$ cat src/rtl/bitcount_exec_unit.sv
`default_nettype none
// ============================================================================
//  Module      : bitcount_exec_unit
//  Description : Multi-cycle CLZ / CTZ / CPOP execute unit. The latched
//                operand is scanned one chunk per cycle, MSB-first. CTZ is
//                handled as CLZ of the bit-reversed operand. Latency is fixed:
//                done pulses in the cycle after edge E+N+1 for a start
//                accepted at edge E.
//                Build option: define BITCOUNT_WIDE_CHUNK_EN for 4-bit chunks
//                (N=8); otherwise 1-bit chunks (N=32).
//  Revision    : 1.0 - initial release
// ============================================================================
module bitcount_exec_unit (
    input  logic        clk,
    input  logic        rst_n,
    input  logic        start,
    input  logic [3:0]  alu_control,
    input  logic [31:0] src_a,
    input  logic        flush,
    output logic        busy,
    output logic        done,
    output logic [31:0] result,
    output logic        stall
);

`ifdef BITCOUNT_WIDE_CHUNK_EN
    localparam int c_W = 4;
`else
    localparam int c_W = 1;
`endif
    localparam logic [5:0] c_N        = 6'(32 / c_W);
    localparam logic [3:0] c_ALU_CLZ  = 4'b0111;
    localparam logic [3:0] c_ALU_CTZ  = 4'b0110;
    localparam logic [3:0] c_ALU_CPOP = 4'b1000;

    typedef enum logic [1:0] {
        S_IDLE = 2'd0,
        S_RUN  = 2'd1,
        S_DONE = 2'd2
    } state_t;

    state_t           r_state;
    state_t           w_next;
    logic [31:0]      r_op;
    logic             r_pop;
    logic             r_found;
    logic [5:0]       r_count;
    logic [5:0]       r_idx;
    logic [5:0]       r_result;
    logic [31:0]      w_src_rev;
    logic             w_legal;
    logic             w_accept;
    logic [c_W-1:0]   w_chunk;
    logic [5:0]       w_lz;
    logic [5:0]       w_pop;
    logic             w_seen;

    // Bit-reversed operand so that CTZ reuses the MSB-first leading-zero scan
    genvar gi;
    generate
        for (gi = 0; gi < 32; gi++) begin : g_rev
            assign w_src_rev[gi] = src_a[31-gi];
        end
    endgenerate

    assign w_legal  = (alu_control == c_ALU_CLZ) || (alu_control == c_ALU_CTZ) ||
                      (alu_control == c_ALU_CPOP);
    assign w_accept = (r_state == S_IDLE) && start && w_legal && !flush;
    assign w_chunk  = r_op[31 -: c_W];

    // Leading-zero count and population count of the chunk under examination
    always_comb begin
        w_lz   = 6'(c_W);
        w_pop  = 6'd0;
        w_seen = 1'b0;
        for (int i = c_W - 1; i >= 0; i--) begin
            if (w_chunk[i]) begin
                if (!w_seen) begin
                    w_lz = 6'(c_W - 1 - i);
                end
                w_seen = 1'b1;
                w_pop  = w_pop + 6'd1;
            end
        end
    end

    // State register
    always_ff @(posedge clk or negedge rst_n) begin
        if (!rst_n) begin
            r_state <= S_IDLE;
        end else begin
            r_state <= w_next;
        end
    end

    // Next-state logic; flush aborts from any state
    always_comb begin
        w_next = r_state;
        case (r_state)
            S_IDLE: if (w_accept) w_next = S_RUN;
            S_RUN: begin
                if (flush) begin
                    w_next = S_IDLE;
                end else if (r_idx == c_N) begin
                    w_next = S_DONE;
                end
            end
            S_DONE:  w_next = S_IDLE;
            default: w_next = S_IDLE;
        endcase
    end

    // Operand latch, per-chunk accumulation and final result capture.
    // The cycle with r_idx == N only publishes the count into the result.
    always_ff @(posedge clk or negedge rst_n) begin
        if (!rst_n) begin
            r_op     <= 32'd0;
            r_pop    <= 1'b0;
            r_found  <= 1'b0;
            r_count  <= 6'd0;
            r_idx    <= 6'd0;
            r_result <= 6'd0;
        end else if (w_accept) begin
            r_op    <= (alu_control == c_ALU_CTZ) ? w_src_rev : src_a;
            r_pop   <= (alu_control == c_ALU_CPOP);
            r_found <= 1'b0;
            r_count <= 6'd0;
            r_idx   <= 6'd0;
        end else if ((r_state == S_RUN) && !flush) begin
            if (r_idx < c_N) begin
                r_op  <= r_op << c_W;
                r_idx <= r_idx + 6'd1;
                if (r_pop) begin
                    r_count <= r_count + w_pop;
                end else if (!r_found) begin
                    r_count <= r_count + w_lz;
                    if (w_seen) begin
                        r_found <= 1'b1;
                    end
                end
            end else begin
                r_result <= r_count;
            end
        end
    end

    assign busy   = (r_state != S_IDLE);
    assign done   = (r_state == S_DONE);
    assign result = {26'd0, r_result};
    // Gated by rst_n so the hold request drops immediately during reset
    assign stall  = rst_n && (w_accept || (r_state == S_RUN));

endmodule
`default_nettype wire

$ cat config.mk
export PLATFORM = sky130hd
export DESIGN_NAME = bitcount_exec_unit
export DESIGN_NICKNAME = d
export VERILOG_FILES = /design/src/rtl/bitcount_exec_unit.sv
export SDC_FILE = /design/constraint.sdc
export NUM_CORES = 1
export LEC_CHECK = 0
export ABC_AREA = 1
export ABC_CLOCK_PERIOD_IN_PS = 1600
export BUFFER_PORTS_ARGS = -buffer_cell sky130_fd_sc_hd__buf_2
export CORE_MARGIN = 1
export CORE_UTILIZATION = 35
export CTS_BUF_LIST = sky130_fd_sc_hd__clkbuf_2 sky130_fd_sc_hd__clkbuf_4 sky130_fd_sc_hd__clkbuf_8
export CTS_CLUSTER_DIAMETER = 150
export DETAILED_ROUTE_END_ITERATION = 6
export PLACE_DENSITY = 0.56
export REMOVE_ABC_BUFFERS = 1
export SYNTH_ARGS = -nofsm -noshare
export SYNTH_HDL_FRONTEND = slang
export SYNTH_SLANG_ARGS = --single-unit
$ cat constraint.sdc
create_clock -name clk -period 1.6 [get_ports clk]
set_input_delay 0.16 -clock clk [delete_from_list [all_inputs] [get_ports clk]]
set_output_delay 0.16 -clock clk [all_outputs]
set_load 0.03 [all_outputs]
==> results of run 1 <==
-- stage by stage --
stage | area [µm²] | TNS [ns] | utilization, %
after floorplan | 3230 | -4.44 | -
after global routing | 3920 | -0.0928 | 40.3
final | 3920 | 0 | 40.3
after global placement | 3770 | 0 | 38.8
after CTS | 3890 | 0 | 39.9
after detailed placement | 3770 | 0 | 38.8
-- cell type report --
class	instances	share of cell area, %
clock inverter	1	0.128
sequential	54	34.5
clock buffer	7	2.30
multi-input combinational	397	44.7
inverter	38	3.64
timing repair buffer	62	10.5
tap	133	4.25
-- power groups by stage --
| stage | combinational, mW | sequential, mW | clock (mW) |
|---|---|---|---|
| finish | 1.32 | 2.09 | 0.806 |
| global route | 1.55 | 2.16 | 0.883 |
| CTS | 1.31 | 2.09 | 0.850 |
| detailed placement | 1.30 | 2.11 | 0 |
| global placement | 1.28 | 2.10 | 0 |
| floorplan | 0.934 | 2.11 | 0 |
-- flip-flops by register name (all words and copies together), names as in the netlist --
register	count
r_count	6
r_found	1
r_idx	6
r_op	32
r_pop	1
r_result	6
r_state	2
-- critical path: stages, from the launching register on --
cell and delay, ns:
dfrtp_1 0.43, inv_2 0.08, nand2_4 0.05, nor2_4 0.13, nand2_4 0.08, a21boi_2 0.14
buf_6 0.14
-- worst max-delay path by stage --
stage          slack, ns          to  startpoint  cells after the start
4_1_cts             0.04  r_count[4]       r_pop                      8
5_1_grt            -0.02  r_count[4]    r_op[31]                      8
6_report            0.08       stall  r_state[0]                      6
3_3_place_gp        0.11  r_count[4]       r_pop                      8
3_5_place_dp        0.05  r_count[4]       r_pop                      8
2_1_floorplan      -0.16    r_op[10]  r_state[0]                      8
-- cell families (layout without fill, tap and decap cells) --
kind of cell	after synthesis	count (layout)	synth area share, %
other	1	26	0.107
adder cells (fa/ha/maj)	4	4	1.43
flip-flops	54	54	38.7
AO/OA/AOI/OAI	32	32	4.65
buffers and inverters	88	108	14.2
XOR/XNOR	4	4	1.00
AND/OR/NAND/NOR	331	331	39.9
-- cell usage in the layout (no fill, tap or decap), types with 4 or more instances in the layout --
cell	count
buf_12	4
buf_2	47
dfrtp_1	54
nand2_1	245
inv_2	7
buf_4	7
buf_6	4
conb_1	26
nand2_4	4
o21ai_0	17
nand4_1	6
nand3_1	53
nor2_1	13
clkbuf_8	6
inv_1	31
o21ai_1	12
-- per-layer routing --
metal  global-route usage, %  vias to the layer above  wire [µm]  part of all wire (%)
li1                        -                     1623          -                     -
met2                    28.3                       70       3570                    47
met1                    20.2                     1444       3640                    48
met4                    4.62                        0         99                   1.3
met3                    2.60                        8        296                   3.9
met5                       0                        -          0                     0
-- repair_timing --
action                                  CTS  global route
gates resized for setup                   1             7
buffers inserted                          2             1
endpoints found under the setup margin    1            22
pin swaps                                 1             3
==> key figures, run 1 <==
Run status
  – Outcome: finished, violations left
  – Violated checks: hold timing

Yosys
  – Post-synth EDFFs: 0
  – Dominant synthesized flop cell: dfrtp_1
  – Share of the synthesized area in the top cell type: 38.7%
  – Synth unique cells: 26
  – Count leader, synth: nand2_1
  – Synth area leaders: dfrtp_1, nand2_1, nand3_1
  – Yosys Warn Count: 0
  – Cell taking the most area after synthesis: dfrtp_1
  – Cell area after synthesis: 3490 µm²
  – Register area share after synthesis: 38.7%
  – Commonest cells post-synth: nand2_1, dfrtp_1, nand3_1
  – Cells after synthesis: 514
  – Syn_area_per_cell: 6.80 µm²
  – FFs w/ async S/R, synth: 100%
  – Seq cells post-synth: 54

Final layout
  – Area Growth Syn to Fin: 12.2%
  – Reg area: 1350 µm²
  – Final nets: 602
  – N_diodes: 0
  – Non-Filler Instances: 692
  – Fillers: 1088
  – Area of the multi-input gates: 1750 µm²
  – Share of layout cells above drive strength 1: 16.3%

Floorplan
  – Initial Utilization: 35.9%
  – Die area: 10400 µm²
  – Boundary Pins: 75
  – Standard-cell rows: 36
  – Core area: 9730 µm²
  – Die W: 102 µm
  – Die Height: 102 µm

Clock tree
  – Clock latency at the later pin of the worst-skew pair: 0.30 ns
  – Clock Path Buffers: 2
  – Clk root buf: clkbuf_8
  – Hold-fix buffers at CTS: 0
  – CTS H-tree depth: 2
  – Clock sink total: 54
  – Worst-path clk slew: 0.09 ns
  – CTS tree: built
  – CTS Buf Count: 5

Power and ir drop
  – Sequential share of power: 49.6%
  – Clock Power Share: 19.1%
  – P_int: 2.71 mW
  – Power Total: 4.21 mW
  – Sw Pwr: 1.50 mW
  – Maximum VDD drop: 0.423 mV
  – Net Sw Frac: 35.6%
  – Combinational power share: 31.2%
  – LEAKAGE: 2.22 nW
  – PD cells: 1070 nW/µm²

Timing
  – Final worst slack: 0.0783 ns
  – Hold WS: -0.00607 ns
  – Min Clock Period, post-route: 1.52 ns
  – Final period util: 95.1%
  – Final setup violation count: 0
  – Layout Skew: 0.00297 ns
  – Final Hold Vio Count: 11
  – Pins Over Slew Limit: 0
  – Max transition margin: 53.9%
  – Fmax: 657 MHz
  – Unrepaired setup endpoints after global routing: true
  – Slew @ Worst Pin: 0.692 ns

Route
  – # DRC: 0
  – DRT iter0 DRCs: 141
  – Via count: 3145
  – Detail Route Antenna Nets: 0
  – Vias per cell: 4.54
  – Routed len/inst: 11.0 µm
  – Router iterations before antenna repair: 4
  – WL final: 7.61 mm

Critical path
  – WP data arrival: 1.36 ns
  – Worst Path Class, Setup: reg2out
  – Worst path required time: 1.44 ns
  – Reg2reg end: r_op[23]
  – Worst-path maximum fanout: 4
  – Setup slack, reg-to-reg: 0.09 ns
  – Crit start category: register
  – Crit. End Element: primary output
  – Worst reg2reg startpoint: r_state[0]
  – R2R depth: 10

Placement
  – Placer congestion estimate: 0.784
  – IO buf count: 48
  – Place WS: 0.0532 ns
  – Placed cell count: 681
  – DP HPWL: 5.16 mm

Hold path
  – Worst Hold Class: in2async

GRT
  – First-pass GRT wire length: 13.3 mm
  – GRT Residual Overflow: 0
  – Largest net degree at the start of global routing: 55
  – GRT Resource Usage Total: 16.0%
  – Number of global-route vias before repair: 2972
  – Initial antenna violation count: 0

Flow run
  – Max Cap Viol: 0
No activity file was read; power rests on OpenSTA's default activity.
==> run 2, diff against run 1 <==
--- a/config.mk
+++ b/config.mk
@@ -9,11 +9,11 @@
 export ABC_CLOCK_PERIOD_IN_PS = 1600
 export BUFFER_PORTS_ARGS = -buffer_cell sky130_fd_sc_hd__buf_2
 export CORE_MARGIN = 1
-export CORE_UTILIZATION = 35
+export CORE_UTILIZATION = 55
 export CTS_BUF_LIST = sky130_fd_sc_hd__clkbuf_2 sky130_fd_sc_hd__clkbuf_4 sky130_fd_sc_hd__clkbuf_8
 export CTS_CLUSTER_DIAMETER = 150
 export DETAILED_ROUTE_END_ITERATION = 6
-export PLACE_DENSITY = 0.56
+export PLACE_DENSITY = 0.8
 export REMOVE_ABC_BUFFERS = 1
 export SYNTH_ARGS = -nofsm -noshare
 export SYNTH_HDL_FRONTEND = slang
==> run 2 against run 1 <==
The run still ends with hold timing left. Count of clock-buffer cells in the layout stayed put. Power rose by 1.2%. Non-clock buffer count is 3 higher. Utilization is 24 points higher. Design area is 1.4% lower. First-iteration DRC count grew 35%. Cell count is 7.9% lower. Combinational power is 4% higher. Global-route usage increased by 8.4 points. Critical endpoint unchanged. Largest power group unchanged.
==> key figures, run 2 (same netlist as run 1, synthesis figures left out) <==
Floorplan
  – Die area: 6680 µm² (-36%)
  – Die Height: 81.7 µm (-20%)
  – Standard-cell rows: 28 (-22%)
  – Initial Utilization: 58.0% (+22 points)
  – Die W: 81.7 µm (-20%)
  – Core area: 6030 µm² (-38%)
  – Boundary Pins: 75 (unchanged)

Timing
  – Final Hold Vio Count: 29 (+18)
  – TNS Setup: 0 ns (unchanged)
  – Min Clock Period, post-route: 1.56 ns (+0.0381 ns)
  – Unrepaired setup endpoints after global routing: true
  – Final worst slack: 0.0402 ns (-0.0381 ns)
  – Hold WS: -0.0271 ns (-0.0210 ns)
  – Pins Over Slew Limit: 0 (unchanged)
  – Fmax: 641 MHz (-2.4%)
  – Slew @ Worst Pin: 0.691 ns (-0.000379 ns)
  – Max transition margin: 53.9% (about the same)
  – Layout Skew: 0.00997 ns (+0.00700 ns)
  – Final period util: 97.5% (+2.4 points)
  – Final setup violation count: 0 (unchanged)

GRT
  – GRT Resource Usage Total: 24.4% (+8.4 points)
  – Largest net degree at the start of global routing: 55 (unchanged)
  – First-pass GRT wire length: 12.6 mm (-4.8%)
  – GRT Residual Overflow: 0 (unchanged)
  – Initial antenna violation count: 0 (unchanged)
  – Number of global-route vias before repair: 2925 (-1.6%)

Power and ir drop
  – Sequential share of power: 49.2% (-0.4 points)
  – Sw Pwr: 1.53 mW (+2.0%)
  – Net Sw Frac: 35.9% (+0.29 points)
  – PD cells: 1100 nW/µm² (+2.6%)
  – P_int: 2.73 mW (+0.71%)
  – Power Total: 4.26 mW (+1.2%)
  – LEAKAGE: 2.23 nW (+0.34%)
  – Maximum VDD drop: 0.686 mV (+62%)
  – Combinational power share: 32.1% (+0.9 points)
  – Clock Power Share: 18.7% (-0.4 points)

Placement
  – Placer congestion estimate: 0.835 (+6.5%)
  – DP HPWL: 4.94 mm (-4.2%)
  – Placed inst area: 3690 µm² (-2.3%)
  – IO buf count: 48 (unchanged)
  – Placed cell count: 623 (-8.5%)
  – Place WS: 0.0456 ns (-0.00752 ns)

Final layout
  – Commonest non-fill, non-tap cell in the layout: nand2_1
  – Post-Route Utilization: 64.1% (+24 points)
  – Final nets: 605 (+0.50%)
  – Fin area: 3860 µm² (-1.4%)
  – Share of layout cells above drive strength 1: 17.1% (+0.80 points)
  – N_diodes: 0 (unchanged)
  – Largest reg by FF count: r_op
  – Max reg flops: 32 (unchanged)
  – Most frequent cells in the layout: nand2_1, dfrtp_1, nand3_1
  – Non-Filler Instances: 637 (-7.9%)
  – Area Growth Syn to Fin: 10.6%

Route
  – Routed len/inst: 11.4 µm (+3.8%)
  – Via count: 3199 (+1.7%)
  – DRT iter0 DRCs: 191 (+35%)
  – Vias per cell: 5.02 (+10%)
  – Router iterations before antenna repair: 4 (unchanged)
  – # DRC: 0 (unchanged)
  – WL final: 7.27 mm (-4.5%)
  – Detail Route Antenna Nets: 0 (unchanged)

Clock tree
  – Clk root buf: clkbuf_8
  – Clock latency at the later pin of the worst-skew pair: 0.31 ns (about the same)
  – Worst-path clk slew: 0.10 ns (about the same)
  – CTS Buf Count: 5 (unchanged)
  – Clock Path Buffers: 2 (unchanged)
  – CTS tree: built
  – Clock sink total: 54 (unchanged)
  – CTS H-tree depth: 2 (unchanged)

Critical path
  – WP data arrival: 1.40 ns (+0.04 ns)
  – Cell family with most CP delay: flip-flops
  – Setup slack, reg-to-reg: 0.06 ns (-0.03 ns)
  – Worst Path Class, Setup: reg2out
  – Worst path required time: 1.44 ns (about the same)
  – Buffer and inverter count on the worst path: 2 (unchanged)
  – Slowest CP cell: dfrtp_1
  – Reg2reg end: r_op[14]
  – Crit. End Element: primary output
  – Slowest stage delay, CP: 0.43 ns (about the same)
  – Most frequent CP cell: nand2_4
  – Worst-path maximum fanout: 4 (unchanged)
  – R2R depth: 10 (unchanged)
  – Crit start category: register
  – CP cell instances: inv_2 > nand2_4 > nor2_4 > nand2_4 > a21boi_2 > buf_6
  – Worst reg2reg startpoint: r_state[0]

Flow run
  – Max Cap Viol: 0 (unchanged)

Hold path
  – Worst Hold Class: in2async

Run status
  – Violated checks: hold timing
  – Outcome: finished, violations left
==> run 2: changes by cell type in the layout (fill, tap and decap cells not counted) <==
| cell | change |
|---|---|
| buf_12 | -1 |
| o21ai_1 | -1 |
| ha_1 | -1 |
| ha_2 | +1 |
| o21ai_2 | +1 |
| buf_4 | +5 |
| nor2_2 | -1 |
| buf_6 | -1 |
| nor2_4 | +1 |
==> run 2: final cells by class <==
type	count	area, µm²
Sequential cell	54	1350
Clock buffer	7	90.1
Timing Repair Buffer	65	419
Tap cell	75	93.8
Fill cell	576	2160
Clock inverter	1	5.00
Multi-Input combinational cell	397	1760
Inverter	38	143
==> run 2: power groups by stage <==
stage | registers, mW | clock network (mW) | logic, mW
floorplan | 2.11 | 0 | 0.934
global placement | 2.10 | 0 | 1.26
detailed placement | 2.11 | 0 | 1.31
CTS | 2.09 | 0.818 | 1.33
global route | 2.15 | 0.877 | 1.58
finish | 2.10 | 0.799 | 1.37
==> run 2: layer usage <==
layer	global-route usage, %	vias to the layer above	wire length [µm]
met4	6.14	0	48
li1	-	1629	-
met2	43.7	87	3680
met5	0	-	0
met1	30.6	1476	3130
met3	4.00	7	403
==> run 2: worst max path at each step <==
stage | startpoint | end | slack, ns | cells after the start
CTS | r_state[0] | stall | 0.04 | 6
global route | r_state[0] | stall | -0.04 | 6
floorplan | r_state[0] | r_op[10] | -0.16 | 8
detailed placement | r_pop | r_count[4] | 0.05 | 8
finish | r_state[0] | stall | 0.04 | 6
global placement | r_pop | r_count[4] | 0.12 | 8
==> run 2: repair_timing <==
action / CTS / global route
pin swaps: 1 / 2
resized for setup: 1 / 9
setup buffers: 2 / 4
endpoints found under the hold margin: 0 / 0
setup endpoints to repair: 1 / 11
hold buffers: 0 / 0
